--- config.mk ---
export PLATFORM = sky130hd
export DESIGN_NAME = gpio_in_if
export DESIGN_NICKNAME = d
export VERILOG_FILES = /design/src/rtl/gpio_in_if.sv
export SDC_FILE = /design/constraint.sdc
export NUM_CORES = 1
export LEC_CHECK = 0
export CORE_ASPECT_RATIO = 1.5
export CORE_MARGIN = 3
export CORE_UTILIZATION = 29
export DETAILED_ROUTE_END_ITERATION = 10
export PLACE_DENSITY_LB_ADDON = 0.12
export SYNTH_ARGS = -nofsm -noshare
export SYNTH_HDL_FRONTEND = slang
export SYNTH_SLANG_ARGS = --single-unit
--- constraint.sdc ---
create_clock -name clk -period 1.95 [get_ports clk]
set_input_delay 0.4875 -clock clk [delete_from_list [all_inputs] [get_ports clk]]
set_output_delay 0.4875 -clock clk [all_outputs]
set_load 0.05 [all_outputs]
--- src/rtl/gpio_in_if.sv ---
// Input GPIO: 2-flop synchroniser, per-pin debounce, sticky rising-edge flags
// with write-1-to-clear, interrupt mask and a registered bus read port.
module gpio_in_if #(
    parameter int unsigned XLEN            = 32,
    parameter int unsigned N_IN            = 4,
    parameter int unsigned DEBOUNCE_CYCLES = 1000,
    parameter int unsigned CNT_W           = 16
) (
    input  logic            clk,
    input  logic            rst_n,
    input  logic            en,
    input  logic            we,
    input  logic [XLEN-1:0] addr,
    input  logic [XLEN-1:0] data_in,
    output logic [XLEN-1:0] data_out,
    input  logic [N_IN-1:0] gpio_in,
    output logic            irq
);

    typedef enum logic [1:0] {
        REG_DATA   = 2'd0,
        REG_EDGE   = 2'd1,
        REG_IRQ_EN = 2'd2,
        REG_RAW    = 2'd3
    } reg_sel_e;

    logic [N_IN-1:0]            sync1_q, sync2_q;
    logic [N_IN-1:0]            stable_q, stable_d;
    logic [N_IN-1:0][CNT_W-1:0] cnt_q, cnt_d;
    logic [N_IN-1:0]            edge_q, edge_d;
    logic [N_IN-1:0]            irq_en_q, irq_en_d;
    logic [XLEN-1:0]            data_out_q, data_out_d;

    logic [N_IN-1:0] rise;
    logic [N_IN-1:0] clr;
    logic [XLEN-1:0] rd_val;
    reg_sel_e        sel;
    logic            unused_ok;

    assign sel       = reg_sel_e'(addr[3:2]);
    assign unused_ok = ^{addr[XLEN-1:4], addr[1:0], data_in};

    // The counter clears on acceptance, so it never exceeds DEBOUNCE_CYCLES-1.
    always_comb begin
        stable_d = stable_q;
        cnt_d    = cnt_q;
        for (int unsigned i = 0; i < N_IN; i++) begin
            if (sync2_q[i] == stable_q[i]) begin
                cnt_d[i] = '0;
            end else if (cnt_q[i] == CNT_W'(DEBOUNCE_CYCLES - 1)) begin
                stable_d[i] = sync2_q[i];
                cnt_d[i]    = '0;
            end else begin
                cnt_d[i] = cnt_q[i] + CNT_W'(1);
            end
        end
    end

    always_comb begin
        rise     = stable_d & ~stable_q;
        clr      = (en && we && sel == REG_EDGE) ? data_in[N_IN-1:0] : '0;
        edge_d   = (edge_q & ~clr) | rise;
        irq_en_d = (en && we && sel == REG_IRQ_EN) ? data_in[N_IN-1:0] : irq_en_q;

        rd_val = '0;
        unique case (sel)
            REG_DATA:   rd_val[N_IN-1:0] = stable_q;
            REG_EDGE:   rd_val[N_IN-1:0] = edge_q;
            REG_IRQ_EN: rd_val[N_IN-1:0] = irq_en_q;
            REG_RAW:    rd_val[N_IN-1:0] = sync2_q;
        endcase
        data_out_d = (en && !we) ? rd_val : data_out_q;
    end

    always_ff @(posedge clk) begin
        if (!rst_n) begin
            sync1_q    <= '0;
            sync2_q    <= '0;
            stable_q   <= '0;
            cnt_q      <= '0;
            edge_q     <= '0;
            irq_en_q   <= '0;
            data_out_q <= '0;
        end else begin
            sync1_q    <= gpio_in;
            sync2_q    <= sync1_q;
            stable_q   <= stable_d;
            cnt_q      <= cnt_d;
            edge_q     <= edge_d;
            irq_en_q   <= irq_en_d;
            data_out_q <= data_out_d;
        end
    end

    assign data_out = data_out_q;
    assign irq      = |(edge_q & irq_en_q);

endmodule

==> results of run 1 <==
## metal layers
layer	share of wire [%]	up-vias	GRT usage [%]	routed length, µm
met1	46	1328	13.5	3580
met5	0	-	0	0
met2	49	58	17.9	3840
met3	3.8	9	2.60	298
li1	-	1519	-	-
met4	1.9	0	4.92	146
## registers in the layout, indices dropped and copies added, names as in the netlist
signal	flops
cnt_q	64
data_out	4
edge_q	4
irq_en_q	4
stable_q	4
sync1_q	4
sync2_q	4
## power by group
group	switching, W	internal, W
sequential	0.00000785	0.00181
clock	0.000673	0.00111
combinational	0.000164	0.0000580
total	0.000845	0.00298
## cells by family (layout without fill, tap and decap cells)
| logic type | Yosys count | in the layout | share of synthesized area (%) |
|---|---|---|---|
| compound gates | 19 | 19 | 3.06 |
| xor+xnor | 55 | 55 | 11.9 |
| other cells | 1 | 28 | 0.0926 |
| simple gates | 201 | 201 | 27.2 |
| fa+ha+maj | 4 | 4 | 1.24 |
| mux | 16 | 16 | 5.19 |
| flops | 88 | 88 | 43.5 |
| buf+inv | 49 | 70 | 7.82 |
## worst max-delay path, delay by kind of cell (launching register included)
kind	cells	cell delay, ns
and+or+nand+nor	4	1.40
DFF	1	0.33
## cell usage after synthesis (all sizes together) (2+ instances only)
cell	instances	share of area, %
inv	11	1.0
nand3	19	2.9
and3	2	0.31
or2	4	0.62
a22oi	2	0.37
o21a	3	0.56
nor4	11	1.9
mux2i	12	3.0
nor2	63	5.8
and4	3	0.65
or3	4	0.62
ha	4	1.2
nor3b	4	0.86
nand4	18	2.8
buf	34	6.4
a21boi	3	0.56
and2	9	1.4
nor2b	14	2.2
clkbuf	4	0.37
nand2	20	1.9
nor3	12	1.5
a21oi	5	0.62
dfxtp	88	43
mux4	4	2.2
xor2	21	4.5
o21ai	3	0.37
xnor2	34	7.4
o31ai	2	0.37
or4	13	2.8
## final timing paths
path	slack, ns	startpoint	cells past startpoint	endpoint
worst min register to register	0.43	sync1_q[1]	1	sync2_q[1]
worst max-delay path	0.10	cnt_q[46]	4	cnt_q[42]
worst max register to register	0.10	cnt_q[46]	4	cnt_q[42]
worst min-delay path	0.43	sync1_q[1]	1	sync2_q[1]
## final cells by class
class                      count  share of cell area, %
clock buffer                  11                   4.88
clock inverter                 4                   1.47
inverter                      11                  0.865
multi-input combinational    323                   43.8
sequential                    88                   36.9
tap                          162                   4.25
timing repair buffer          44                   7.87
## per-stage QoR
step / util (%) / cells
final: 35.1 / 643
after global routing: 35.1 / 643
after detailed placement: 32.8 / 628
after floorplan: - / 460
after global placement: 32.8 / 628
after CTS: 35.0 / 643
==> results.yml, run 1 <==
synthesis:
  syn_area_um2: 4050
  ys.flop_type: "dfxtp_1"
  ys_warn_count: 0
  ys_types: 44
  synthArstFlopShare_pct: 0
  synth-seq-cells: 88
  syn-instance-count: 433
  avgSynthCellArea_um2: 9.35
  synth_seq_area_share_pct: 43.5
  synth_edf_count: 0
timing:
  fin_crit_ns: 1.85
  rsz0062_at_grt: "false"
  setup_slack_ns: 0.101
  clock.fmax_mhz: 541
  finalHoldWorstSlack_ns: 0.432
  finClkSkew_ns: 0.00637
  final_max_slew_viol_count: 0
  setup_tns_ns: 0
  hold_violations: 0
  timing.final.crit_share_pct: 94.8
  setup_viol: 0
floorplanning:
  boundaryPins: 105
  start_util_pct: 29.8
  fp.dieW_um: 102
  dieArea_um2: 15400
  die_height_um: 151
  fp-row-count: 52
  core_area_um2: 13600
critical_path:
  crit_arrival_ns: 2.07
  worst-setup-path-type: "flip-flop to flip-flop"
  cp_cell_sequence: "or4_1 > or4_4 > nand3_4 > nor2_1"
  required_ns: 2.17
  cp_max_fo: 15
  worst_path_largest_cell_delay_ns: 0.60
  crit_slowest_cell: "or4_4"
  cp-end-kind: "flip-flop"
  cp-start-kind: "flip-flop"
finish:
  fillerInstances: 1400
  final_common_cell: "dfxtp_1"
  seq_area_um2: 1760
  diodes: 0
  multiInputGateArea_um2: 2090
  final_area_um2: 4770
  syn2layout_area_growth_pct: 17.8
  final_cell_mix: "dfxtp_1, nor2_1, xnor2_1, buf_4, conb_1"
  drive_gt1_share_pct: 12.7
  layout.nets: 553
global_route:
  globalRouteOverflowTotal: 0
  grt_max_degree: 30
  grt_usage_pct: 11.0
  grt_pass1_vias: 2834
  grt_antenna_before_repair: 0
  grt_pass1_wl_um: 13300
power:
  peakVddDrop_mv: 0.346
  power_w: 0.00382
  cellPowerDensity_nw_per_um2: 801
  leakage_nw: 1.67
cts:
  cts_sinks: 88
  hold_buffers: 0
  insertion_delay_ns: 0.34
  cts_buffers: 9
  path_clk_slew_ns: 0.06
  cts_buffer_depth: 2
  htree_num_levels: 3
  cts_setup_buffers: 0
  cts_tree: "built"
  post_cts_resize_count: 0
  cts.root.buffer_cell: "clkbuf_16"
drt:
  routed_wl_um: 7870
  drt_iter0_markers: 65
  drt_pre_antenna_iters: 4
  num_vias: 2914
  via_per_inst: 4.53
  drc_errors: 0
  wl_per_cell_um: 12.2
  ant_nets: 0
placed_design:
  place_ws_ns: 0.0150
  io_buffers: 18
  place_congestion: 0.764
  dp_hpwl_um: 5740
  dpl-instance-area_um2: 4450
run:
  cap_violations: 0
hold_path:
  min_path_type: "flip-flop to flip-flop"
run_status:
  status: "finished clean"
(Power assumes the default switching activity.)
==> inputs of run 2 (changes only) <==
- CTS_CLUSTER_DIAMETER: unset -> 200
==> results of run 2 <==
Same layout as run 1: the final DEF is identical, and so are final timing and power.
==> inputs of run 3 (changes only) <==
- CORE_UTILIZATION: 29 -> 44
- TNS_END_PERCENT: unset -> 1
==> run 3 against run 2 <==
Effect of this change: final cell count decreased by 9.0%; clock-buffer cell count up 1; critical path depth unchanged; first-iteration DRC count increased by 25%; clock power shrank 7%; combinational power about the same; largest cell class unchanged; non-clock buffer count down 7.
==> results.yml, run 3 (same netlist as run 1, synthesis figures left out) <==
run_status:
  status: "finished clean"
critical_path:
  critPathBufInv: 0
  cp_max_fo: 15
  crit_family: "simple AND/OR/NAND/NOR gates"
  required_ns: 2.18
  cp-start-kind: "flip-flop"
  crit_arrival_ns: 2.08
  worst_path_largest_cell_delay_ns: 0.59
  worst-setup-path-type: "flip-flop to flip-flop"
  crit_slowest_cell: "or4_4"
  cp-end-kind: "flip-flop"
  cp_cell_sequence: "or4_1 > or4_4 > nand3_4 > nor2_1"
timing:
  final_max_slew_viol_count: 0
  finClkSkew_ns: 0.00420
  hold_violations: 0
  timing.final.crit_share_pct: 94.9
  clock.fmax_mhz: 541
  finalHoldWorstSlack_ns: 0.433
  setup_viol: 0
  setup_slack_ns: 0.100
  rsz0062_at_grt: "false"
  fin_crit_ns: 1.85
drt:
  wl_per_cell_um: 12.7
  num_vias: 2958
  via_per_inst: 5.06
  drc_errors: 0
  drt_pre_antenna_iters: 4
  routed_wl_um: 7450
  ant_nets: 0
  drt_iter0_markers: 81
power:
  p_sw_w: 0.000839
  seq_power_share_pct: 49.2
  peakVddDrop_mv: 0.543
  leakage_nw: 1.63
  clock_power_share_pct: 44.8
  swShare_pct: 22.7
  p_int_w: 0.00285
  comb_power_share_pct: 6.0
  cellPowerDensity_nw_per_um2: 793
  power_w: 0.00369
cts:
  path_clk_slew_ns: 0.06
  cts_setup_buffers: 0
  cts.root.buffer_cell: "clkbuf_16"
  cts_sinks: 88
  post_cts_resize_count: 0
  hold_buffers: 0
  cts_tree: "built"
  cts_buffer_depth: 2
  htree_num_levels: 3
  cts_buffers: 9
  insertion_delay_ns: 0.34
finish:
  largest_reg_flops: 64
  final_cell_mix: "dfxtp_1, nor2_1, xnor2_1, conb_1"
  drive_gt1_share_pct: 11.4
  diodes: 0
  seq_area_um2: 1760
  layout.nets: 546
  multiInputGateArea_um2: 2090
  fillerInstances: 848
  final_common_cell: "dfxtp_1"
  syn2layout_area_growth_pct: 15.0
  top_register: "cnt_q"
floorplanning:
  boundaryPins: 105
  die_height_um: 124
  start_util_pct: 45.6
  fp.dieW_um: 84.3
  core_area_um2: 8880
  fp-row-count: 42
  dieArea_um2: 10400
placed_design:
  io_buffers: 18
  dp_hpwl_um: 5370
  place_ws_ns: -0.0245
  place_congestion: 0.797
global_route:
  grt_pass1_wl_um: 12600
  globalRouteOverflowTotal: 0
  grt_antenna_before_repair: 0
  grt_pass1_vias: 2821
  grt_usage_pct: 15.1
  grt_max_degree: 30
hold_path:
  min_path_type: "flip-flop to flip-flop"
run:
  cap_violations: 0
[run 3: cell count changes in the layout (fill, tap and decap cells not counted)]
cell / change
buf_12: +2
buf_4: -9
bufinv_16: -1
clkbuf_1: +1
clkinv_2: +1
[run 3: cell type report]
type / count / share of cell area (%)
Clock buffer: 12 / 5.08
Inverter: 11 / 0.886
Multi-Input combinational cell: 323 / 44.8
Timing Repair Buffer: 37 / 7.47
Sequential cell: 88 / 37.8
Clock inverter: 4 / 0.967
Tap cell: 110 / 2.95
[run 3: worst paths after layout]
check                           startpoint          to  slack, ns  cells past startpoint
worst max-delay path             cnt_q[46]   cnt_q[40]       0.10                      4
worst max register to register   cnt_q[46]   cnt_q[40]       0.10                      4
worst min register to register  sync1_q[3]  sync2_q[3]       0.43                      1
worst min-delay path            sync1_q[3]  sync2_q[3]       0.43                      1
[run 3: worst reg2reg max path, cell delays in order, from the launching register on]
cell and delay [ns]:
dfxtp_1 0.33, or4_1 0.53, or4_4 0.59, nand3_4 0.21, nor2_1 0.08
[run 3: power groups by stage]
stage | clock network, W | logic, W | registers, W
after floorplan | 0 | 0.000213 | 0.00186
after global placement | 0 | 0.000220 | 0.00186
after detailed placement | 0 | 0.000221 | 0.00186
after CTS | 0.00170 | 0.000221 | 0.00182
after global routing | 0.00177 | 0.000234 | 0.00182
final | 0.00165 | 0.000222 | 0.00182
[run 3: per-layer routing]
layer  GRT usage (%)  vias up  wire length (µm)
met5               0        -                 0
met4            8.32        0               178
met3            3.47       13               293
met2            27.1       49              3790
met1            16.5     1381              3180
li1                -     1515                 -
[run 3: metrics by stage]
stage	util (%)	area, µm²	instances	setup TNS (ns)
finish	52.5	4660	585	0
CTS	52.3	4640	585	0
global placement	49.1	4360	569	-0.00508
floorplan	-	4150	460	0
detailed placement	49.1	4360	569	-0.0561
global route	52.5	4660	585	0
